File: src/rtl/shift_pkg.sv
// Shared constants for the pipelined barrel shifter and its result buffer.
package shift_pkg;

  localparam int WIDTH        = 32;
  localparam int SHIFT_LAT    = 5;
  localparam int RESULT_DEPTH = 8;
  localparam int SHAMT_W      = 5;

  typedef logic [WIDTH-1:0]   word_t;
  typedef logic [SHAMT_W-1:0] shamt_t;

endpackage

File: src/rtl/shift_result_buffer_if.sv
// Issue handshake, shifter result bus and buffered output stream of the
// shift result buffer, grouped so both ends share one definition.
interface shift_result_buffer_if #(
  parameter int WIDTH = shift_pkg::WIDTH,
  parameter int DEPTH = shift_pkg::RESULT_DEPTH
);

  localparam int CW = $clog2(DEPTH + 1);

  logic             issue_valid;
  logic             issue_ready;
  logic [WIDTH-1:0] sh_o;
  logic [WIDTH-1:0] out_data;
  logic             out_valid;
  logic             out_ready;
  logic [CW-1:0]    count;

  modport master (
    output issue_valid,
    input  issue_ready,
    output sh_o,
    input  out_data,
    input  out_valid,
    output out_ready,
    input  count
  );

  modport slave (
    input  issue_valid,
    output issue_ready,
    input  sh_o,
    output out_data,
    output out_valid,
    input  out_ready,
    output count
  );

endinterface

File: src/rtl/shift_result_fifo.sv
// First-word-fall-through FIFO holding captured shifter results in order.
// Storage is not reset; only the pointers and occupancy are.
module shift_result_fifo #(
  parameter int WIDTH = shift_pkg::WIDTH,
  parameter int DEPTH = shift_pkg::RESULT_DEPTH
) (
  input  logic                       clk,
  input  logic                       reset,
  input  logic                       push_i,
  input  logic [WIDTH-1:0]           push_data_i,
  input  logic                       pop_i,
  output logic [WIDTH-1:0]           data_o,
  output logic                       valid_o,
  output logic [$clog2(DEPTH+1)-1:0] count_o
);

  localparam int PW = $clog2(DEPTH);
  localparam int CW = $clog2(DEPTH + 1);

  logic [WIDTH-1:0] mem [DEPTH];
  logic [PW-1:0]    wr_ptr_q, wr_ptr_d;
  logic [PW-1:0]    rd_ptr_q, rd_ptr_d;
  logic [CW-1:0]    count_q, count_d;
  logic             pop;

  assign valid_o = (count_q != '0);
  assign pop     = pop_i && valid_o;
  assign data_o  = valid_o ? mem[rd_ptr_q] : '0;
  assign count_o = count_q;

  // Next pointers and occupancy; pointers wrap naturally at DEPTH.
  always_comb begin
    wr_ptr_d = wr_ptr_q;
    rd_ptr_d = rd_ptr_q;
    count_d  = count_q;
    if (push_i) wr_ptr_d = wr_ptr_q + PW'(1);
    if (pop)    rd_ptr_d = rd_ptr_q + PW'(1);
    case ({push_i, pop})
      2'b10:   count_d = count_q + CW'(1);
      2'b01:   count_d = count_q - CW'(1);
      default: count_d = count_q;
    endcase
  end

  // Pointer and occupancy registers.
  always_ff @(posedge clk) begin
    if (reset) begin
      wr_ptr_q <= '0;
      rd_ptr_q <= '0;
      count_q  <= '0;
    end else begin
      wr_ptr_q <= wr_ptr_d;
      rd_ptr_q <= rd_ptr_d;
      count_q  <= count_d;
    end
  end

  // Result storage, written at the tail.
  always_ff @(posedge clk) begin
    if (push_i && !reset) mem[wr_ptr_q] <= push_data_i;
  end

  // Upstream credit accounting must make a write into a full FIFO impossible.
  always_ff @(posedge clk) begin
    if (!reset && push_i) assert (count_q != CW'(DEPTH));
  end

endmodule

File: src/rtl/shift_result_buffer.sv
// Tracks which shifter pipeline slots hold real operations, captures each
// result off the shifter bus LAT cycles after issue, and buffers it. Issue is
// only granted when a buffer slot is guaranteed for the eventual result.
module shift_result_buffer #(
  parameter int WIDTH = shift_pkg::WIDTH,
  parameter int LAT   = shift_pkg::SHIFT_LAT,
  parameter int DEPTH = shift_pkg::RESULT_DEPTH
) (
  input  logic                  clk,
  input  logic                  reset,
  shift_result_buffer_if.slave  bus
);

  localparam int IW = $clog2(LAT + 1);
  localparam int CW = $clog2(DEPTH + 1);

  logic [LAT-1:0] vld_q, vld_d;
  logic [IW-1:0]  inf_q, inf_d;
  logic [CW-1:0]  fifoCount;
  logic [31:0]    creditsUsed;
  logic           fire;
  logic           push;
  logic           pop;

  assign fire = bus.issue_valid && bus.issue_ready;
  assign push = vld_q[LAT-1];
  assign pop  = bus.out_valid && bus.out_ready;

  // Credits consider only registered state; a same-cycle pop is not counted.
  always_comb begin
    creditsUsed     = 32'(fifoCount) + 32'(inf_q);
    bus.issue_ready = !reset && (creditsUsed < 32'(DEPTH));
  end

  // Advance the in-flight tracker and keep a running count of its set bits.
  always_comb begin
    vld_d    = vld_q << 1;
    vld_d[0] = fire;
    inf_d    = inf_q + IW'(fire) - IW'(vld_q[LAT-1]);
  end

  // Tracker registers; reset discards everything still in the shifter.
  always_ff @(posedge clk) begin
    if (reset) begin
      vld_q <= '0;
      inf_q <= '0;
    end else begin
      vld_q <= vld_d;
      inf_q <= inf_d;
    end
  end

  shift_result_fifo #(
    .WIDTH (WIDTH),
    .DEPTH (DEPTH)
  ) u_fifo (
    .clk         (clk),
    .reset       (reset),
    .push_i      (push),
    .push_data_i (bus.sh_o),
    .pop_i       (pop),
    .data_o      (bus.out_data),
    .valid_o     (bus.out_valid),
    .count_o     (fifoCount)
  );

  assign bus.count = fifoCount;

endmodule
File: src/flat_wrapper.sv
// flat-port wrapper written by rule: the top's interface ports become plain ports
module shift_result_buffer_flat 
#(
  parameter int WIDTH = shift_pkg::WIDTH,
  parameter int LAT   = shift_pkg::SHIFT_LAT,
  parameter int DEPTH = shift_pkg::RESULT_DEPTH
)
  (clk, reset, bus_issue_valid, bus_issue_ready, bus_sh_o, bus_out_data, bus_out_valid, bus_out_ready, bus_count);
  shift_result_buffer_if #(.WIDTH(WIDTH), .DEPTH(DEPTH)) bus_i ();
  input  logic clk;
  input  logic reset;
  input wire logic [$bits(bus_i.issue_valid)-1:0] bus_issue_valid;
  output wire logic [$bits(bus_i.issue_ready)-1:0] bus_issue_ready;
  input wire logic [$bits(bus_i.sh_o)-1:0] bus_sh_o;
  output wire logic [$bits(bus_i.out_data)-1:0] bus_out_data;
  output wire logic [$bits(bus_i.out_valid)-1:0] bus_out_valid;
  input wire logic [$bits(bus_i.out_ready)-1:0] bus_out_ready;
  output wire logic [$bits(bus_i.count)-1:0] bus_count;
  assign bus_i.issue_valid = bus_issue_valid;
  assign bus_issue_ready = bus_i.issue_ready;
  assign bus_i.sh_o = bus_sh_o;
  assign bus_out_data = bus_i.out_data;
  assign bus_out_valid = bus_i.out_valid;
  assign bus_i.out_ready = bus_out_ready;
  assign bus_count = bus_i.count;
  shift_result_buffer #(.WIDTH(WIDTH), .LAT(LAT), .DEPTH(DEPTH)) u_core (.clk(clk), .reset(reset), .bus(bus_i));
endmodule
File: config.mk
export PLATFORM = sky130hd
export DESIGN_NAME = shift_result_buffer_flat
export DESIGN_NICKNAME = d
export VERILOG_FILES = /design/src/rtl/shift_pkg.sv /design/src/rtl/shift_result_buffer_if.sv /design/src/rtl/shift_result_fifo.sv /design/src/rtl/shift_result_buffer.sv /design/src/flat_wrapper.sv
export SDC_FILE = /design/constraint.sdc
export NUM_CORES = 1
export LEC_CHECK = 0
export CELL_PAD_IN_SITES_DETAIL_PLACEMENT = 1
export CELL_PAD_IN_SITES_GLOBAL_PLACEMENT = 1
export CORE_MARGIN = 1
export CORE_UTILIZATION = 30
export CTS_CLUSTER_DIAMETER = 200
export DETAILED_ROUTE_END_ITERATION = 10
export PLACE_DENSITY_LB_ADDON = 0.1
export SLEW_MARGIN = 10
export SYNTH_ARGS = -nofsm -noshare
export SYNTH_HDL_FRONTEND = slang
export SYNTH_SLANG_ARGS = --single-unit
File: constraint.sdc
create_clock -name clk -period 7.6 [get_ports clk]
set_input_delay 1.14 -clock clk [delete_from_list [all_inputs] [get_ports clk]]
set_output_delay 1.14 -clock clk [all_outputs]
set_load 0.03 [all_outputs]
==> results.json, run 1 <==
{
  "cp.arrival_ps": 3580,
  "peakVddDrop_mv": 0.183,
  "clk_pin_slew_worst_paths_ps": 60,
  "crit_chain": "buf_4 -> mux4_2 -> mux2i_1 -> nor2_1 -> clkdlybuf4s50_1",
  "fin_crit_sh_pct": 62.1,
  "use_met1_pct": 17.5,
  "drc": 0,
  "critPathMaxStageDelay_ps": 950,
  "wl_per_cell_um": 21.7,
  "synth_ff_type": "edfxtp_1",
  "cts_sinks": 277,
  "grt_pass1_vias": 5730,
  "ys_ff_latch": 277,
  "ys_types": 33,
  "syn2layout_area_growth_pct": 22.1,
  "max_freq_ghz": 0.212,
  "gp_congestion": 0.663,
  "die_w_um": 191,
  "grt_first_pass_wirelength_um": 35800,
  "use_met2_pct": 22.8,
  "required_ps": 6460,
  "rsz0062_at_grt": "false",
  "tritoncts": "yes",
  "finClkSkew_ps": 7.78,
  "die-height_um": 191,
  "relSlewSlack_pct": 30.3,
  "dieArea_mm2": 0.0365,
  "synth_edf_count": 256,
  "drive_above_1_share_pct": 22.5,
  "fin_nets": 650,
  "fin_crit_ps": 4720,
  "syn_area_mm2": 0.0107,
  "yosysMostFrequentCell": "edfxtp_1",
  "tightestPinTransition_ps": 1050,
  "synth_top_area_share_pct": 71.7,
  "drv_slew": 0,
  "reg2reg_to": "u_core.u_fifo.count_o[3]$_SDFFE_PP0P_",
  "yosys-top-cells-area": "edfxtp_1 (72%), mux4_2 (13%), dfxtp_1 (3.9%)",
  "crit_type": "reg2out",
  "syn_inst": 508,
  "worstRegToRegCells": 10,
  "fin_setup_tns_ps": 0,
  "cts_resized": 0,
  "use_met3_pct": 2.35,
  "ctsHoldBuffers": 0,
  "rrSetupSlack_ps": 4540,
  "cts.path.max_buffers": 3,
  "rows": 68,
  "finalNonFillerCells": 1082,
  "io_buffer_count": 73,
  "slowest_stage": "dfxtp_4",
  "clk_latency_ps": 550,
  "hpwl_um": 12900,
  "synth_area_per_cell_um2": 21.1,
  "hold_start": "u_core.vld_q[3]$_SDFF_PP0_",
  "core-area_mm2": 0.0349,
  "busiest_layer": "met2",
  "grt_usage_pct": 13.3,
  "crit_family": "buffers and inverters",
  "grt_antenna_before_repair": 1,
  "min_to": "u_core.vld_q[4]$_SDFF_PP0_",
  "wirelength_um": 23400,
  "drtIter0Drc": 299,
  "whs_path_depth": 1,
  "first_pass_iters": 5,
  "synth_common_cells": "edfxtp_1 (256), mux4_2 (64), nor2_1 (53)",
  "outcome": "finished clean",
  "setup_violations": 0,
  "reg2reg_from": "u_core.u_fifo.count_o[0]$_SDFFE_PP0P_",
  "hold_viol": 0,
  "cts_buffers": 30,
  "min_path_type": "reg2reg",
  "path_max_fanout": 41,
  "vias": 5005,
  "start_util_pct": 30.7,
  "critical_path_buf_inv_count": 2,
  "powerDensity_mw_per_mm2": 253,
  "async_flop_share_pct": 0,
  "cp-end-kind": "output port",
  "grt-ovfl-total": 0,
  "ys_seq_area_share_pct": 75.6,
  "grt_max_degree": 65,
  "num_io_pins": 74,
  "ant_nets": 0,
  "root_buffer": "clkbuf_16",
  "htreeDepth": 1,
  "critPathLaunchType": "flip-flop",
  "cts_setup_buffers": 0,
  "place_inst": 1026,
  "p_leak_uw": 0.00398,
  "drv_cap": 0,
  "synth_nets": 555,
  "yosys_warnings": 0,
  "viasPerCell": 4.63,
  "yosysTopAreaCell": "edfxtp_1"
}
[cells in the final DEF (no fill, tap or decap), types with 2 or more instances in the layout]
cell             count
edfxtp_1           256
clkdlybuf4s50_1     73
mux4_2              64
nor2_1              47
mux2i_1             34
clkbuf_16           31
dfxtp_1             18
buf_4               14
ha_1                 9
inv_1                7
nor2_4               6
bufinv_16            6
nor2b_1              5
xor2_1               5
a21oi_1              5
clkinv_2             5
clkbuf_1             5
nand2_1              3
clkinv_1             3
and2_1               2
nor4_2               2
xnor2_1              2
nand3_1              2
fa_1                 2
dfxtp_4              2
clkinvlp_4           2
clkbuf_8             2
[layer usage]
layer	part of all wire (%)	vias up
met1	43	2653
met2	51	89
met5	0	-
li1	-	2240
met4	1.5	0
met3	4.7	23
[sequential cells by signal, indices dropped and copies added, names as in the netlist, named ones only]
name	flops
u_core.vld_q	5
u_core.u_fifo.count_o	4
u_core.u_fifo.wr_ptr_q	3
u_core.u_fifo.rd_ptr_q	3
u_core.u_fifo.mem	256
u_core.inf_q	3
[power by group]
group	internal (µW)	total [µW]	switching [µW]
sequential	1670	1670	7.36
clock	966	1540	578
combinational	46.2	97.5	51.3
total	2680	3310	637
[cell type report]
type	count	area (µm²)
clock inverter	17	243
tap	455	569
clock buffer	38	822
sequential	277	8120
multi-input combinational	199	2470
timing repair buffer	87	836
fill	3412	21800
antenna	1	2.50
inverter	8	30.0
[worst reg2reg max path, stage by stage (launching register included)]
cell and delay, ps:
dfxtp_1 400, nor4_4 290, buf_4 500, inv_2 140, and2_4 210, ha_1 220, ha_1 330, a21oi_1 170
a21oi_1 110, or4_1 470, a21oi_1 140
[metrics by stage]
stage | util (%) | setup WS, ps | area (µm²) | total power (µW) | hold WS (ps)
5_1_grt | 37.5 | 2530 | 13100 | 3430 | 459
3_3_place_gp | 34.5 | 3310 | 12000 | 1800 | 421
2_1_floorplan | - | 2640 | 10700 | 1750 | 414
4_1_cts | 37.5 | 2680 | 13100 | 3370 | 441
3_5_place_dp | 34.5 | 3280 | 12000 | 1810 | 425
6_report | 37.5 | 2880 | 13100 | 3310 | 435
[logic make-up (layout without fill, tap and decap cells)]
logic type / count (synthesis) / in the layout / share of synthesized area (%)
flops: 277 / 277 / 75.6
mux: 98 / 98 / 16.6
simple gates: 74 / 74 / 3.20
buf+inv: 32 / 150 / 1.86
fa+ha+maj: 11 / 11 / 1.42
compound gates: 8 / 8 / 0.525
xor+xnor: 8 / 8 / 0.724
other cells: 0 / 1 / 0
[worst max-delay path by stage]
stage / to / start / depth (start not counted)
floorplan: u_core.u_fifo.mem[0][0]$_DFFE_PP_ / reset / 2
global placement: bus_out_data[31] / flip-flop / 5
detailed placement: bus_out_data[31] / flip-flop / 5
CTS: bus_out_data[31] / flip-flop / 5
global route: bus_out_data[31] / flip-flop / 5
finish: bus_out_data[31] / flip-flop / 5
(Power assumes the default switching activity.)
==> run 2, diff against run 1 <==
Clock period 7.6 ns to 4.8 ns, I/O delays scaled along.
==> run 2 against run 1 <==
Against the previous run:
- routed wire length increased by 0.84%
- flip-flop and latch count unchanged
- first-iteration DRC count decreased by 26%
- critical path type unchanged
- largest cell class unchanged
- largest power group unchanged
==> results.json, run 2 (same netlist as run 1, synthesis figures left out) <==
{
  "power_uw": 4960,
  "gp_congestion": 0.643,
  "holdWs_ps": 437,
  "layout_commonest_cell": "edfxtp_1",
  "syn2layout_area_growth_pct": 21.2,
  "drv_cap": 0,
  "rsz0062_at_grt": "false",
  "path_max_fanout": 26,
  "vias": 5113,
  "final_cell_mix": "edfxtp_1 (256), clkdlybuf4s50_1 (73), mux4_2 (64)",
  "drv_slew": 0,
  "hold_viol": 0,
  "whs_path_depth": 1,
  "ant_nets": 0,
  "clk_pin_slew_worst_paths_ps": 60,
  "crit_type": "reg2out",
  "wirelength_um": 23600,
  "powerDensity_mw_per_mm2": 382,
  "cts.path.max_buffers": 3,
  "fin_nets": 654,
  "grt_pass1_vias": 5677,
  "fill_cells": 3403,
  "use_met3_pct": 2.33,
  "max_freq_ghz": 0.257,
  "outcome": "finished clean",
  "grt_usage_pct": 13.3,
  "cp.arrival_ps": 3180,
  "grt_antenna_before_repair": 1,
  "critPathLaunchType": "flip-flop",
  "cts_setup_buffers": 0,
  "htreeDepth": 1,
  "use_met2_pct": 23.0,
  "grt-ovfl-total": 0,
  "cts_resized": 0,
  "drc": 0,
  "finClkSkew_ps": 10.6,
  "p_leak_uw": 0.00394,
  "start_util_pct": 30.7,
  "cts_sinks": 277,
  "worstRegToRegCells": 10,
  "finalNonFillerCells": 1082,
  "drtIter0Drc": 221,
  "rows": 68,
  "clk_latency_ps": 540,
  "setup_violations": 0,
  "place_inst": 1030,
  "core-area_mm2": 0.0349,
  "required_ps": 4080,
  "fin_crit_ps": 3900,
  "die_w_um": 191,
  "fin_util_pct": 37.2,
  "grt_max_degree": 65,
  "grt_first_pass_wirelength_um": 35700,
  "drive_above_1_share_pct": 21.7,
  "largest_reg_flops": 256,
  "ctsHoldBuffers": 0,
  "relSlewSlack_pct": 29.5,
  "min_path_type": "reg2reg",
  "fin_crit_sh_pct": 81.2,
  "regMostFlops": "u_core.u_fifo.mem",
  "die-height_um": 191,
  "viasPerCell": 4.73,
  "antennaDiodeCount": 0,
  "wl_per_cell_um": 21.8,
  "cts_buffers": 30,
  "tritoncts": "yes",
  "use_met1_pct": 17.4,
  "first_pass_iters": 4,
  "io_buffer_count": 73,
  "busiest_layer": "met2",
  "fin_setup_tns_ps": 0,
  "peakVddDrop_mv": 0.243,
  "dieArea_mm2": 0.0365,
  "cp-end-kind": "output port",
  "root_buffer": "clkbuf_16",
  "tightestPinTransition_ps": 1060,
  "num_io_pins": 74,
  "hpwl_um": 13300
}
==> run 2: cell types whose count changed in the layout (fill, tap and decap cells not counted), sizes merged <==
cell      change
diode         -1
buf           +4
bufinv        -4
clkinv        +4
inv           -1
clkbuf        -1
clkinvlp      -1
==> run 2: cell type report <==
type	count	area, µm²	share of cell area, %
well taps	455	569	4.38
clock buffers	37	798	6.14
flip-flops and latches	277	8120	62.5
clock inverters	15	118	0.905
inverters	8	30.0	0.231
multi-input cells	199	2470	19.0
repair buffers	91	891	6.86
==> run 2: path summary, 6_finish.rpt <==
| path | end | start | slack, ps |
|---|---|---|---|
| max | bus_out_data[30] | flip-flop | 900 |
| min reg2reg | u_core.vld_q[3]$_SDFF_PP0_ | u_core.vld_q[2]$_SDFF_PP0_ | 440 |
| min | u_core.vld_q[3]$_SDFF_PP0_ | u_core.vld_q[2]$_SDFF_PP0_ | 440 |
| max reg2reg | u_core.u_fifo.count_o[3]$_SDFFE_PP0P_ | u_core.u_fifo.count_o[0]$_SDFFE_PP0P_ | 1670 |
==> run 2: power breakdown <==
| part | leakage [µW] | internal [µW] | switching [µW] |
|---|---|---|---|
| logic | 0.00102 | 74.1 | 85.8 |
| registers | 0.00247 | 2640 | 8.84 |
| clock network | 0.000446 | 1270 | 885 |
| total | 0.00394 | 3980 | 979 |
==> run 2: through the flow <==
step           worst slack, ps  area (µm²)
3_3_place_gp              1350       12100
5_1_grt                    654       13000
2_1_floorplan              258       10700
3_5_place_dp              1310       12100
6_report                   904       13000
4_1_cts                    766       13000
==> run 2: layer usage <==
metal  wire length, µm  up-vias  share of wire [%]
met3              1110       26                4.7
met5                 0        -                  0
met1             10200     2738                 43
met4               315        0                1.3
met2             12000      105                 51
li1                  -     2244                  -
==> run 2: worst max-delay path, cell delays in order (launching register included) <==
cell and delay (ps):
dfxtp_4 720, buf_4 440, mux4_2 560, mux2i_1 200
nor2_1 80, clkdlybuf4s50_1 630
